$ cat src/rtl/decode_stage_if.sv
// Shared decode types plus the fetch/execute-facing bundle of the decode stage.
// The NOP encodings are all-zero so a freshly reset FIFO entry reads as a NOP.
package decode_pkg;
  typedef enum logic [3:0] {
    i_ALUNOP = 4'd0, i_ADD, i_SUB, i_SLL, i_SLT, i_SLTU, i_XOR, i_SRL, i_SRA, i_OR, i_AND
  } alu_op_t;

  typedef enum logic [3:0] {
    i_LSNOP = 4'd0, i_LB, i_LH, i_LW, i_LBU, i_LHU, i_SB, i_SH, i_SW
  } ls_op_t;

  localparam logic [3:0] i_JAL  = 4'b1000;
  localparam logic [3:0] i_JALR = 4'b1001;
endpackage

interface decode_stage_if #(parameter int CNT_W = 32);
  logic                    flush;
  logic                    in_valid;
  logic                    in_ready;
  logic [31:0]             in_instr;
  logic [31:0]             in_pc;
  logic                    out_valid;
  logic                    out_ready;
  logic [31:0]             out_pc;
  logic [4:0]              out_rd;
  logic [4:0]              out_rs1;
  logic [4:0]              out_rs2;
  decode_pkg::alu_op_t     out_alu_op;
  decode_pkg::ls_op_t      out_ls_op;
  logic [3:0]              out_br_op;
  logic [2:0]              out_mdu_op;
  logic                    out_is_alu;
  logic                    out_is_ls;
  logic                    out_is_br;
  logic                    out_is_mul;
  logic                    out_is_lui;
  logic                    out_is_auipc;
  logic                    out_is_imm;
  logic                    out_reg_we;
  logic [31:0]             out_imm;
  logic                    out_illegal;
  logic [CNT_W-1:0]        decoded_count;

  modport slave (
    input  flush, in_valid, in_instr, in_pc, out_ready,
    output in_ready, out_valid, out_pc, out_rd, out_rs1, out_rs2, out_alu_op, out_ls_op,
           out_br_op, out_mdu_op, out_is_alu, out_is_ls, out_is_br, out_is_mul, out_is_lui,
           out_is_auipc, out_is_imm, out_reg_we, out_imm, out_illegal, decoded_count
  );

  modport master (
    output flush, in_valid, in_instr, in_pc, out_ready,
    input  in_ready, out_valid, out_pc, out_rd, out_rs1, out_rs2, out_alu_op, out_ls_op,
           out_br_op, out_mdu_op, out_is_alu, out_is_ls, out_is_br, out_is_mul, out_is_lui,
           out_is_auipc, out_is_imm, out_reg_we, out_imm, out_illegal, decoded_count
  );
endinterface

$ cat src/rtl/decode_stage.sv
// RV32I(+M) decode stage: decodes in_instr combinationally and queues bundles in a FIFO.
// Latency: one cycle from push to out_valid; no combinational in_* to out_* path.
// Backpressure: in_ready = !full (no pass-through on pop); head held while out_ready=0.
module decode_stage #(
  parameter int FIFO_DEPTH = 2,
  parameter bit EN_M       = 1'b0,
  parameter int CNT_W      = 32
) (
  input logic           clk,
  input logic           reset,
  decode_stage_if.slave bus
);
  import decode_pkg::*;

  localparam int AW = $clog2(FIFO_DEPTH);

  localparam logic [6:0] OPC_LUI    = 7'b0110111;
  localparam logic [6:0] OPC_AUIPC  = 7'b0010111;
  localparam logic [6:0] OPC_JAL    = 7'b1101111;
  localparam logic [6:0] OPC_JALR   = 7'b1100111;
  localparam logic [6:0] OPC_BRANCH = 7'b1100011;
  localparam logic [6:0] OPC_LOAD   = 7'b0000011;
  localparam logic [6:0] OPC_STORE  = 7'b0100011;
  localparam logic [6:0] OPC_IMM    = 7'b0010011;
  localparam logic [6:0] OPC_REG    = 7'b0110011;

  typedef struct packed {
    logic [31:0] pc;
    logic [4:0]  rd;
    logic [4:0]  rs1;
    logic [4:0]  rs2;
    alu_op_t     alu_op;
    ls_op_t      ls_op;
    logic [3:0]  br_op;
    logic [2:0]  mdu_op;
    logic        is_alu;
    logic        is_ls;
    logic        is_br;
    logic        is_mul;
    logic        is_lui;
    logic        is_auipc;
    logic        is_imm;
    logic        reg_we;
    logic [31:0] imm;
    logic        illegal;
  } bundle_t;

  logic [31:0] ins;
  logic [6:0]  opcode;
  logic [6:0]  f7;
  logic [2:0]  f3;
  logic [4:0]  rd;
  logic [31:0] imm_i, imm_s, imm_b, imm_u, imm_j;
  logic        legal, writes;
  bundle_t     dec;
  bundle_t     head;
  bundle_t     mem [FIFO_DEPTH];
  logic [AW:0] wr_ptr, rd_ptr;
  logic        full, empty, push, pop;
  logic [CNT_W-1:0] count;

  assign ins    = bus.in_instr;
  assign opcode = ins[6:0];
  assign rd     = ins[11:7];
  assign f3     = ins[14:12];
  assign f7     = ins[31:25];
  assign imm_i  = {{20{ins[31]}}, ins[31:20]};
  assign imm_s  = {{20{ins[31]}}, ins[31:25], ins[11:7]};
  assign imm_b  = {{19{ins[31]}}, ins[31], ins[7], ins[30:25], ins[11:8], 1'b0};
  assign imm_u  = {ins[31:12], 12'b0};
  assign imm_j  = {{11{ins[31]}}, ins[31], ins[19:12], ins[20], ins[30:21], 1'b0};

  always_comb begin
    dec     = '0;
    legal   = 1'b0;
    writes  = 1'b0;
    dec.pc  = bus.in_pc;
    dec.rd  = rd;
    dec.rs1 = ins[19:15];
    dec.rs2 = ins[24:20];
    case (opcode)
      OPC_LUI:   begin legal = 1'b1; writes = 1'b1; dec.is_lui = 1'b1; dec.imm = imm_u; end
      OPC_AUIPC: begin legal = 1'b1; writes = 1'b1; dec.is_auipc = 1'b1; dec.imm = imm_u; end
      OPC_JAL: begin
        legal = 1'b1; writes = 1'b1; dec.is_br = 1'b1; dec.br_op = i_JAL; dec.imm = imm_j;
      end
      OPC_JALR: begin
        legal = (f3 == 3'b000); writes = 1'b1; dec.is_br = 1'b1; dec.br_op = i_JALR;
        dec.imm = imm_i;
      end
      OPC_BRANCH: begin
        legal = (f3[2:1] != 2'b01); dec.is_br = 1'b1; dec.br_op = {1'b0, f3}; dec.imm = imm_b;
      end
      OPC_LOAD: begin
        legal = 1'b1; writes = 1'b1; dec.is_ls = 1'b1; dec.imm = imm_i;
        case (f3)
          3'b000:  dec.ls_op = i_LB;
          3'b001:  dec.ls_op = i_LH;
          3'b010:  dec.ls_op = i_LW;
          3'b100:  dec.ls_op = i_LBU;
          3'b101:  dec.ls_op = i_LHU;
          default: legal = 1'b0;
        endcase
      end
      OPC_STORE: begin
        legal = 1'b1; dec.is_ls = 1'b1; dec.imm = imm_s;
        case (f3)
          3'b000:  dec.ls_op = i_SB;
          3'b001:  dec.ls_op = i_SH;
          3'b010:  dec.ls_op = i_SW;
          default: legal = 1'b0;
        endcase
      end
      OPC_IMM: begin
        legal = 1'b1; writes = 1'b1; dec.is_alu = 1'b1; dec.is_imm = 1'b1; dec.imm = imm_i;
        case (f3)
          3'b000: dec.alu_op = i_ADD;
          3'b010: dec.alu_op = i_SLT;
          3'b011: dec.alu_op = i_SLTU;
          3'b100: dec.alu_op = i_XOR;
          3'b110: dec.alu_op = i_OR;
          3'b111: dec.alu_op = i_AND;
          3'b001: begin dec.alu_op = i_SLL; legal = (f7 == 7'b0000000); end
          default: begin
            if (f7 == 7'b0000000)      dec.alu_op = i_SRL;
            else if (f7 == 7'b0100000) dec.alu_op = i_SRA;
            else                       legal = 1'b0;
          end
        endcase
      end
      OPC_REG: begin
        writes = 1'b1;
        if (EN_M && f7 == 7'b0000001) begin
          legal = 1'b1; dec.is_mul = 1'b1; dec.mdu_op = f3;
        end else if (f7 == 7'b0000000) begin
          legal = 1'b1; dec.is_alu = 1'b1;
          case (f3)
            3'b000:  dec.alu_op = i_ADD;
            3'b001:  dec.alu_op = i_SLL;
            3'b010:  dec.alu_op = i_SLT;
            3'b011:  dec.alu_op = i_SLTU;
            3'b100:  dec.alu_op = i_XOR;
            3'b101:  dec.alu_op = i_SRL;
            3'b110:  dec.alu_op = i_OR;
            default: dec.alu_op = i_AND;
          endcase
        end else if (f7 == 7'b0100000 && (f3 == 3'b000 || f3 == 3'b101)) begin
          legal = 1'b1; dec.is_alu = 1'b1;
          dec.alu_op = (f3 == 3'b000) ? i_SUB : i_SRA;
        end
      end
      default: ;
    endcase
    // Illegal instructions keep pc/fields/immediate but carry no class or op.
    if (!legal) begin
      dec.alu_op   = i_ALUNOP;
      dec.ls_op    = i_LSNOP;
      dec.br_op    = 4'b0;
      dec.mdu_op   = 3'b0;
      dec.is_alu   = 1'b0;
      dec.is_ls    = 1'b0;
      dec.is_br    = 1'b0;
      dec.is_mul   = 1'b0;
      dec.is_lui   = 1'b0;
      dec.is_auipc = 1'b0;
      dec.is_imm   = 1'b0;
    end
    dec.illegal = !legal;
    dec.reg_we  = legal && writes && (rd != 5'd0);
  end

  assign empty = (wr_ptr == rd_ptr);
  assign full  = (wr_ptr[AW] != rd_ptr[AW]) && (wr_ptr[AW-1:0] == rd_ptr[AW-1:0]);
  assign push  = bus.in_valid && !full && !bus.flush;
  assign pop   = !empty && bus.out_ready && !bus.flush;

  always_ff @(posedge clk or posedge reset) begin
    if (reset) begin
      wr_ptr <= '0;
      rd_ptr <= '0;
      count  <= '0;
      for (int i = 0; i < FIFO_DEPTH; i++) mem[i] <= '0;
    end else if (bus.flush) begin
      wr_ptr <= '0;
      rd_ptr <= '0;
    end else begin
      if (push) begin
        mem[wr_ptr[AW-1:0]] <= dec;
        wr_ptr              <= wr_ptr + 1'b1;
        count               <= count + 1'b1;
      end
      if (pop) rd_ptr <= rd_ptr + 1'b1;
    end
  end

  assign head              = mem[rd_ptr[AW-1:0]];
  assign bus.in_ready      = !full;
  assign bus.out_valid     = !empty;
  assign bus.out_pc        = head.pc;
  assign bus.out_rd        = head.rd;
  assign bus.out_rs1       = head.rs1;
  assign bus.out_rs2       = head.rs2;
  assign bus.out_alu_op    = head.alu_op;
  assign bus.out_ls_op     = head.ls_op;
  assign bus.out_br_op     = head.br_op;
  assign bus.out_mdu_op    = head.mdu_op;
  assign bus.out_is_alu    = head.is_alu;
  assign bus.out_is_ls     = head.is_ls;
  assign bus.out_is_br     = head.is_br;
  assign bus.out_is_mul    = head.is_mul;
  assign bus.out_is_lui    = head.is_lui;
  assign bus.out_is_auipc  = head.is_auipc;
  assign bus.out_is_imm    = head.is_imm;
  assign bus.out_reg_we    = head.reg_we;
  assign bus.out_imm       = head.imm;
  assign bus.out_illegal   = head.illegal;
  assign bus.decoded_count = count;
endmodule

$ cat src/flat_wrapper.sv
// flat-port wrapper written by rule: the top's interface ports become plain ports
module decode_stage_flat import decode_pkg::*;
#(
  parameter int FIFO_DEPTH = 2,
  parameter bit EN_M       = 1'b0,
  parameter int CNT_W      = 32
)
  (clk, reset, bus_flush, bus_in_valid, bus_in_instr, bus_in_pc, bus_out_ready, bus_in_ready, bus_out_valid, bus_out_pc, bus_out_rd, bus_out_rs1, bus_out_rs2, bus_out_alu_op, bus_out_ls_op, bus_out_br_op, bus_out_mdu_op, bus_out_is_alu, bus_out_is_ls, bus_out_is_br, bus_out_is_mul, bus_out_is_lui, bus_out_is_auipc, bus_out_is_imm, bus_out_reg_we, bus_out_imm, bus_out_illegal, bus_decoded_count);
  decode_stage_if #(.CNT_W(CNT_W)) bus_i ();
  input logic clk;
  input logic reset;
  input wire logic [$bits(bus_i.flush)-1:0] bus_flush;
  input wire logic [$bits(bus_i.in_valid)-1:0] bus_in_valid;
  input wire logic [$bits(bus_i.in_instr)-1:0] bus_in_instr;
  input wire logic [$bits(bus_i.in_pc)-1:0] bus_in_pc;
  input wire logic [$bits(bus_i.out_ready)-1:0] bus_out_ready;
  output wire logic [$bits(bus_i.in_ready)-1:0] bus_in_ready;
  output wire logic [$bits(bus_i.out_valid)-1:0] bus_out_valid;
  output wire logic [$bits(bus_i.out_pc)-1:0] bus_out_pc;
  output wire logic [$bits(bus_i.out_rd)-1:0] bus_out_rd;
  output wire logic [$bits(bus_i.out_rs1)-1:0] bus_out_rs1;
  output wire logic [$bits(bus_i.out_rs2)-1:0] bus_out_rs2;
  output wire logic [$bits(bus_i.out_alu_op)-1:0] bus_out_alu_op;
  output wire logic [$bits(bus_i.out_ls_op)-1:0] bus_out_ls_op;
  output wire logic [$bits(bus_i.out_br_op)-1:0] bus_out_br_op;
  output wire logic [$bits(bus_i.out_mdu_op)-1:0] bus_out_mdu_op;
  output wire logic [$bits(bus_i.out_is_alu)-1:0] bus_out_is_alu;
  output wire logic [$bits(bus_i.out_is_ls)-1:0] bus_out_is_ls;
  output wire logic [$bits(bus_i.out_is_br)-1:0] bus_out_is_br;
  output wire logic [$bits(bus_i.out_is_mul)-1:0] bus_out_is_mul;
  output wire logic [$bits(bus_i.out_is_lui)-1:0] bus_out_is_lui;
  output wire logic [$bits(bus_i.out_is_auipc)-1:0] bus_out_is_auipc;
  output wire logic [$bits(bus_i.out_is_imm)-1:0] bus_out_is_imm;
  output wire logic [$bits(bus_i.out_reg_we)-1:0] bus_out_reg_we;
  output wire logic [$bits(bus_i.out_imm)-1:0] bus_out_imm;
  output wire logic [$bits(bus_i.out_illegal)-1:0] bus_out_illegal;
  output wire logic [$bits(bus_i.decoded_count)-1:0] bus_decoded_count;
  assign bus_i.flush = bus_flush;
  assign bus_i.in_valid = bus_in_valid;
  assign bus_i.in_instr = bus_in_instr;
  assign bus_i.in_pc = bus_in_pc;
  assign bus_i.out_ready = bus_out_ready;
  assign bus_in_ready = bus_i.in_ready;
  assign bus_out_valid = bus_i.out_valid;
  assign bus_out_pc = bus_i.out_pc;
  assign bus_out_rd = bus_i.out_rd;
  assign bus_out_rs1 = bus_i.out_rs1;
  assign bus_out_rs2 = bus_i.out_rs2;
  assign bus_out_alu_op = bus_i.out_alu_op;
  assign bus_out_ls_op = bus_i.out_ls_op;
  assign bus_out_br_op = bus_i.out_br_op;
  assign bus_out_mdu_op = bus_i.out_mdu_op;
  assign bus_out_is_alu = bus_i.out_is_alu;
  assign bus_out_is_ls = bus_i.out_is_ls;
  assign bus_out_is_br = bus_i.out_is_br;
  assign bus_out_is_mul = bus_i.out_is_mul;
  assign bus_out_is_lui = bus_i.out_is_lui;
  assign bus_out_is_auipc = bus_i.out_is_auipc;
  assign bus_out_is_imm = bus_i.out_is_imm;
  assign bus_out_reg_we = bus_i.out_reg_we;
  assign bus_out_imm = bus_i.out_imm;
  assign bus_out_illegal = bus_i.out_illegal;
  assign bus_decoded_count = bus_i.decoded_count;
  decode_stage #(.FIFO_DEPTH(FIFO_DEPTH), .EN_M(EN_M), .CNT_W(CNT_W)) u_core (.clk(clk), .reset(reset), .bus(bus_i));
endmodule
$ cat config.mk
export PLATFORM = sky130hd
export DESIGN_NAME = decode_stage_flat
export DESIGN_NICKNAME = d
export VERILOG_FILES = /design/src/rtl/decode_stage_if.sv /design/src/rtl/decode_stage.sv /design/src/flat_wrapper.sv
export SDC_FILE = /design/constraint.sdc
export NUM_CORES = 1
export LEC_CHECK = 0
export CORE_ASPECT_RATIO = 0.9
export CORE_MARGIN = 2
export CORE_UTILIZATION = 57
export DETAILED_ROUTE_END_ITERATION = 8
export PLACE_DENSITY = 0.86
export SYNTH_ARGS = -nofsm -noshare
export SYNTH_HDL_FRONTEND = slang
export SYNTH_SLANG_ARGS = --single-unit
$ cat constraint.sdc
create_clock -name clk -period 21.1 [get_ports clk]
set_clock_uncertainty 0.05 [all_clocks]
set_input_delay 2.11 -clock clk [delete_from_list [all_inputs] [get_ports clk]]
set_output_delay 2.11 -clock clk [all_outputs]
set_load 0.05 [all_outputs]
==> metrics list <==
- The flow ran to the end, and the final reports show no timing, DRC or antenna violations.
- The die is 150.8 um wide.
- In the final routed layout, each cell accounts on average for 17.66 um.
- Among all flip-flop cells after synthesis, the most frequent one is sky130_fd_sc_hd__dfrtp_1.
- Synthesized area divided by synthesized cell count: 9.573 sq um
* Port-buffer cells: 201
- Fill cell instance count of the final layout: 1409
- Placed inst area: 13190 sq um
- STA classifies the critical path startpoint as a register.
* MaxCap Viol Count: 0
- Yosys reg bits: roughly 230
- Global routing finished with a remaining overflow of 0.
- Vias per inst: 5.627
* Layer with the highest usage: met2
* Sequential cell area fraction in the yosys report: 52.96%
- The number of global-route vias before repair is 8751.
* Post-cts resize count: 0
* Final Wtd Congestion: 0.9193
* P_leak: 6.377 nW
- For the worst-skew pair, the clock arrives at the later sink with an insertion delay of 0.51 ns.
* Largest net degree at the start of global routing: 103
* Cell total after placement: 1543
- Hold wc startpoint: u_core.mem[73]
- The first global-routing pass estimated 45080 um of wire.
- Crit end category: output pin
- Derived from the worst setup path, the maximum achievable clock frequency is approximately 180 MHz.
- Total half-perimeter wirelength after legalization and detailed placement: 18330 um
- Tot GR Track Use: 27.46%
- Max-slew violation total from the final report: 0
* Worst IR drop on VDD: about 0.10 mV
- In the synthesized netlist, the number of instances is 1155.
* Buffer type at the clock tree root: sky130_fd_sc_hd__clkbuf_16
- Antenna-violating nets left: 0
- Number of synthesized flops with an enable pin: 0
- For the finished layout, the period the worst path requires is 5.520 ns.
* Post-route clock period utilization: 26.16%
- Setup violations remaining at the end of the flow were counted as 0.
- Actual slew at the worst max-slew pin: 1.019 ns
- In this run the count of I/O pins placed on the die edge is 206.
- The critical path is of the reg2out type.
- The final layout contains routed wiring with a total length of 27990 um.
- In this run the power density over the cells is 127.7 nW/um^2.
- Area enclosed by the die boundary: 20530 sq um
- Global routing used 6.208% of the available met3 tracks.
* Hold_buf cts: 0
- TritonCTS buffer count: 25
- The number of antenna diodes in the final layout is 0.
- Post-route setup TNS: 0 ns
- DRT iter0 DRCs: 589
* RSZ-0062 raised after global routing: no
- Counting along the longest clock path gives a buffer depth of 3.
- The largest total area in the synthesized netlist belongs to sky130_fd_sc_hd__dfrtp_1.
* Fraction of synthesized cell area taken by the top area cell type: between 50% and 60%
* Initial DRT Pass Iterations: 6
- The worst register-to-register path begins at u_core.rd_ptr[0].
- Peak fanout along the critical path: 69
* Grt met2 use: 42.95%
- Number of core rows: 48
* Global-route track usage on met1: 39.43%
* WP data arrival: 3.36 ns
* Summed instance area of the synthesized netlist: about 11000 sq um
- CTS saw approximately 230 sinks.
- The final route contains 8919 vias.
* Total core area: 19100 sq um
- Tracing the worst setup path back leads to its startpoint at u_core.rd_ptr[0].
- The number of antenna violations at the first check in global routing was 0.
- The worst pin sits at a relative slew slack of a little under a third.
- Ranked by total cell area, the synthesized netlist is headed by sky130_fd_sc_hd__dfrtp_1 53%, sky130_fd_sc_hd__nand2_1 14%, sky130_fd_sc_hd__mux2_2 10%.
* Starting utilization of the core area: 57.89%
- The tightest min-delay check is of the reg2reg type.
- Ys async rst share: 100.0%
* Clock transition time at the flip-flop clock pins of the worst setup and hold paths: approximately 0.06 ns
* Post-synth cell types: 59
- Warnings, synthesis: 0
* Post-CTS repair timing setup buffer count: 0
* Net count reported at finish: approximately 1400
- In the routed design, unresolved DRC markers number 0.
- TritonCTS built the clock tree.
- Area growth syn-to-layout: 26.39%
- Data required, critical path: 18.94 ns
- Measured along the y axis, the die boundary spans around 140 um.
- Share of post-route cells with drive strength above 1: 12.81%
- The hold violation total from the final report was 0.
- CTS H-tree lvls: 1
- After the flow finishes, the layout carries non-filler instances totaling 1585.
- With fillers left out, the area of the finished cells amounts to 13970 sq um.
[worst max-delay path, cell delays in order (launching register included)]
cell,delay (ns)
sky130_fd_sc_hd__dfrtp_4,0.76
sky130_fd_sc_hd__buf_4,0.86
sky130_fd_sc_hd__mux2_2,0.43
sky130_fd_sc_hd__clkdlybuf4s50_1,0.72
[cell type report]
| class | count | area, sq um | area share (%) |
|---|---|---|---|
| Clock buffer | 35 | 723.2 | 5.175 |
| Clock inverter | 7 | 63.81 | 0.4566 |
| Inverter | 10 | 45.04 | 0.3223 |
| Multi-Input combinational cell | 837 | 4876 | 34.89 |
| Sequential cell | 234 | 5859 | 41.93 |
| Tap cell | 250 | 312.8 | 2.238 |
| Timing Repair Buffer | 212 | 2095 | 14.99 |
[cells in the mapped netlist, types with 3 or more instances]
cell / number
sky130_fd_sc_hd__dfrtp_1: 234
sky130_fd_sc_hd__nand2_1: 407
sky130_fd_sc_hd__o21ai_1: 18
sky130_fd_sc_hd__nor2_1: 24
sky130_fd_sc_hd__o31ai_1: 17
sky130_fd_sc_hd__nor4_1: 3
sky130_fd_sc_hd__and4_1: 4
sky130_fd_sc_hd__nand3_1: 20
sky130_fd_sc_hd__buf_6: 4
sky130_fd_sc_hd__ha_1: 7
sky130_fd_sc_hd__xor2_1: 11
sky130_fd_sc_hd__clkbuf_1: 62
sky130_fd_sc_hd__inv_1: 10
sky130_fd_sc_hd__o21ai_0: 58
sky130_fd_sc_hd__xnor2_1: 31
sky130_fd_sc_hd__buf_2: 6
sky130_fd_sc_hd__o32ai_1: 3
sky130_fd_sc_hd__o31ai_2: 3
sky130_fd_sc_hd__o41ai_1: 4
sky130_fd_sc_hd__mux2_2: 102
sky130_fd_sc_hd__a2111oi_0: 3
sky130_fd_sc_hd__nand2b_1: 7
sky130_fd_sc_hd__and3_1: 12
sky130_fd_sc_hd__a22oi_1: 7
sky130_fd_sc_hd__o211ai_1: 4
sky130_fd_sc_hd__buf_4: 4
sky130_fd_sc_hd__nand4_1: 7
sky130_fd_sc_hd__a21oi_1: 31
sky130_fd_sc_hd__nor3_1: 9
sky130_fd_sc_hd__a31oi_1: 4
[routing by layer]
| metal | vias up | routed length, um |
|---|---|---|
| met5 | - | 0 |
| li1 | 4207 | - |
| met4 | 0 | 575 |
| met2 | 319 | 13040 |
| met1 | 4345 | 12290 |
| met3 | 48 | 2086 |
[layout by cell type (no fill, tap or decap), types with 3 or more instances in the layout]
master / n
sky130_fd_sc_hd__clkbuf_16: 25
sky130_fd_sc_hd__and4_1: 4
sky130_fd_sc_hd__a22oi_1: 7
sky130_fd_sc_hd__clkbuf_1: 4
sky130_fd_sc_hd__o32ai_1: 3
sky130_fd_sc_hd__o21ai_1: 18
sky130_fd_sc_hd__clkinv_2: 5
sky130_fd_sc_hd__nand4_1: 7
sky130_fd_sc_hd__o31ai_2: 3
sky130_fd_sc_hd__xnor2_1: 31
sky130_fd_sc_hd__a31oi_1: 4
sky130_fd_sc_hd__nor3_1: 9
sky130_fd_sc_hd__nor4_1: 3
sky130_fd_sc_hd__and3_1: 12
sky130_fd_sc_hd__dfrtp_1: 233
sky130_fd_sc_hd__o41ai_1: 4
sky130_fd_sc_hd__nand2b_1: 7
sky130_fd_sc_hd__buf_4: 11
sky130_fd_sc_hd__nor2_1: 24
sky130_fd_sc_hd__o211ai_1: 4
sky130_fd_sc_hd__nand3_1: 20
sky130_fd_sc_hd__clkbuf_8: 6
sky130_fd_sc_hd__a21oi_1: 31
sky130_fd_sc_hd__xor2_1: 11
sky130_fd_sc_hd__conb_1: 4
sky130_fd_sc_hd__o31ai_1: 17
sky130_fd_sc_hd__clkdlybuf4s50_1: 201
sky130_fd_sc_hd__mux2_2: 102
sky130_fd_sc_hd__ha_1: 7
sky130_fd_sc_hd__nand2_1: 405
sky130_fd_sc_hd__o21ai_0: 58
sky130_fd_sc_hd__inv_1: 9
[power breakdown]
part           total [mW]  switching, mW  leakage [nW]  internal, mW
clock               0.424          0.175         0.394         0.249
combinational       0.740          0.475          2.91         0.265
sequential          0.620         0.0694          3.08         0.551
total                1.78          0.719          6.38          1.07
[path summary, 6_finish.rpt]
path / endpoint / slack (ns) / depth (start not counted)
hold reg to reg: u_core.mem[73] / 0.42 / 2
setup reg to reg: u_core.mem[154] / 17.74 / 5
setup / recovery: bus_out_imm[29] / 15.58 / 3
hold / removal: u_core.mem[73] / 0.42 / 2
max in group asynchronous: u_core.rd_ptr[0] / 17.46 / 3
min in group asynchronous: u_core.bus.decoded_count[10] / 2.05 / 2
[stage by stage]
stage          total power, mW  worst slack, ns  util (%)  hold slack [ns]
2_1_floorplan            1.132            12.52         -           0.3876
3_3_place_gp             1.349            15.72     69.05           0.4020
3_5_place_dp             1.365            15.65     69.05           0.4063
4_1_cts                  1.795            15.56     73.17           0.4220
5_1_grt                  1.867            15.47     73.17           0.4296
6_report                 1.785            15.58     73.17           0.4196
[state kept, by name (all words and copies together), names as in the netlist]
register,count
u_core.bus.decoded_count,32
u_core.mem,198
u_core.wr_ptr,2
u_core.rd_ptr,2
[kinds of logic (layout without fill, tap and decap cells)]
kind of cell	count (synthesis)	count (layout)	share of synthesized area, %
flops	234	234	52.96
compound gates	169	169	9.483
mux	104	104	10.57
buf+inv	87	264	3.429
other cells	1	4	0.03392
xor+xnor	42	42	3.327
simple gates	510	510	19.32
fa+ha+maj	8	8	0.8826
(Power assumes the default switching activity.)
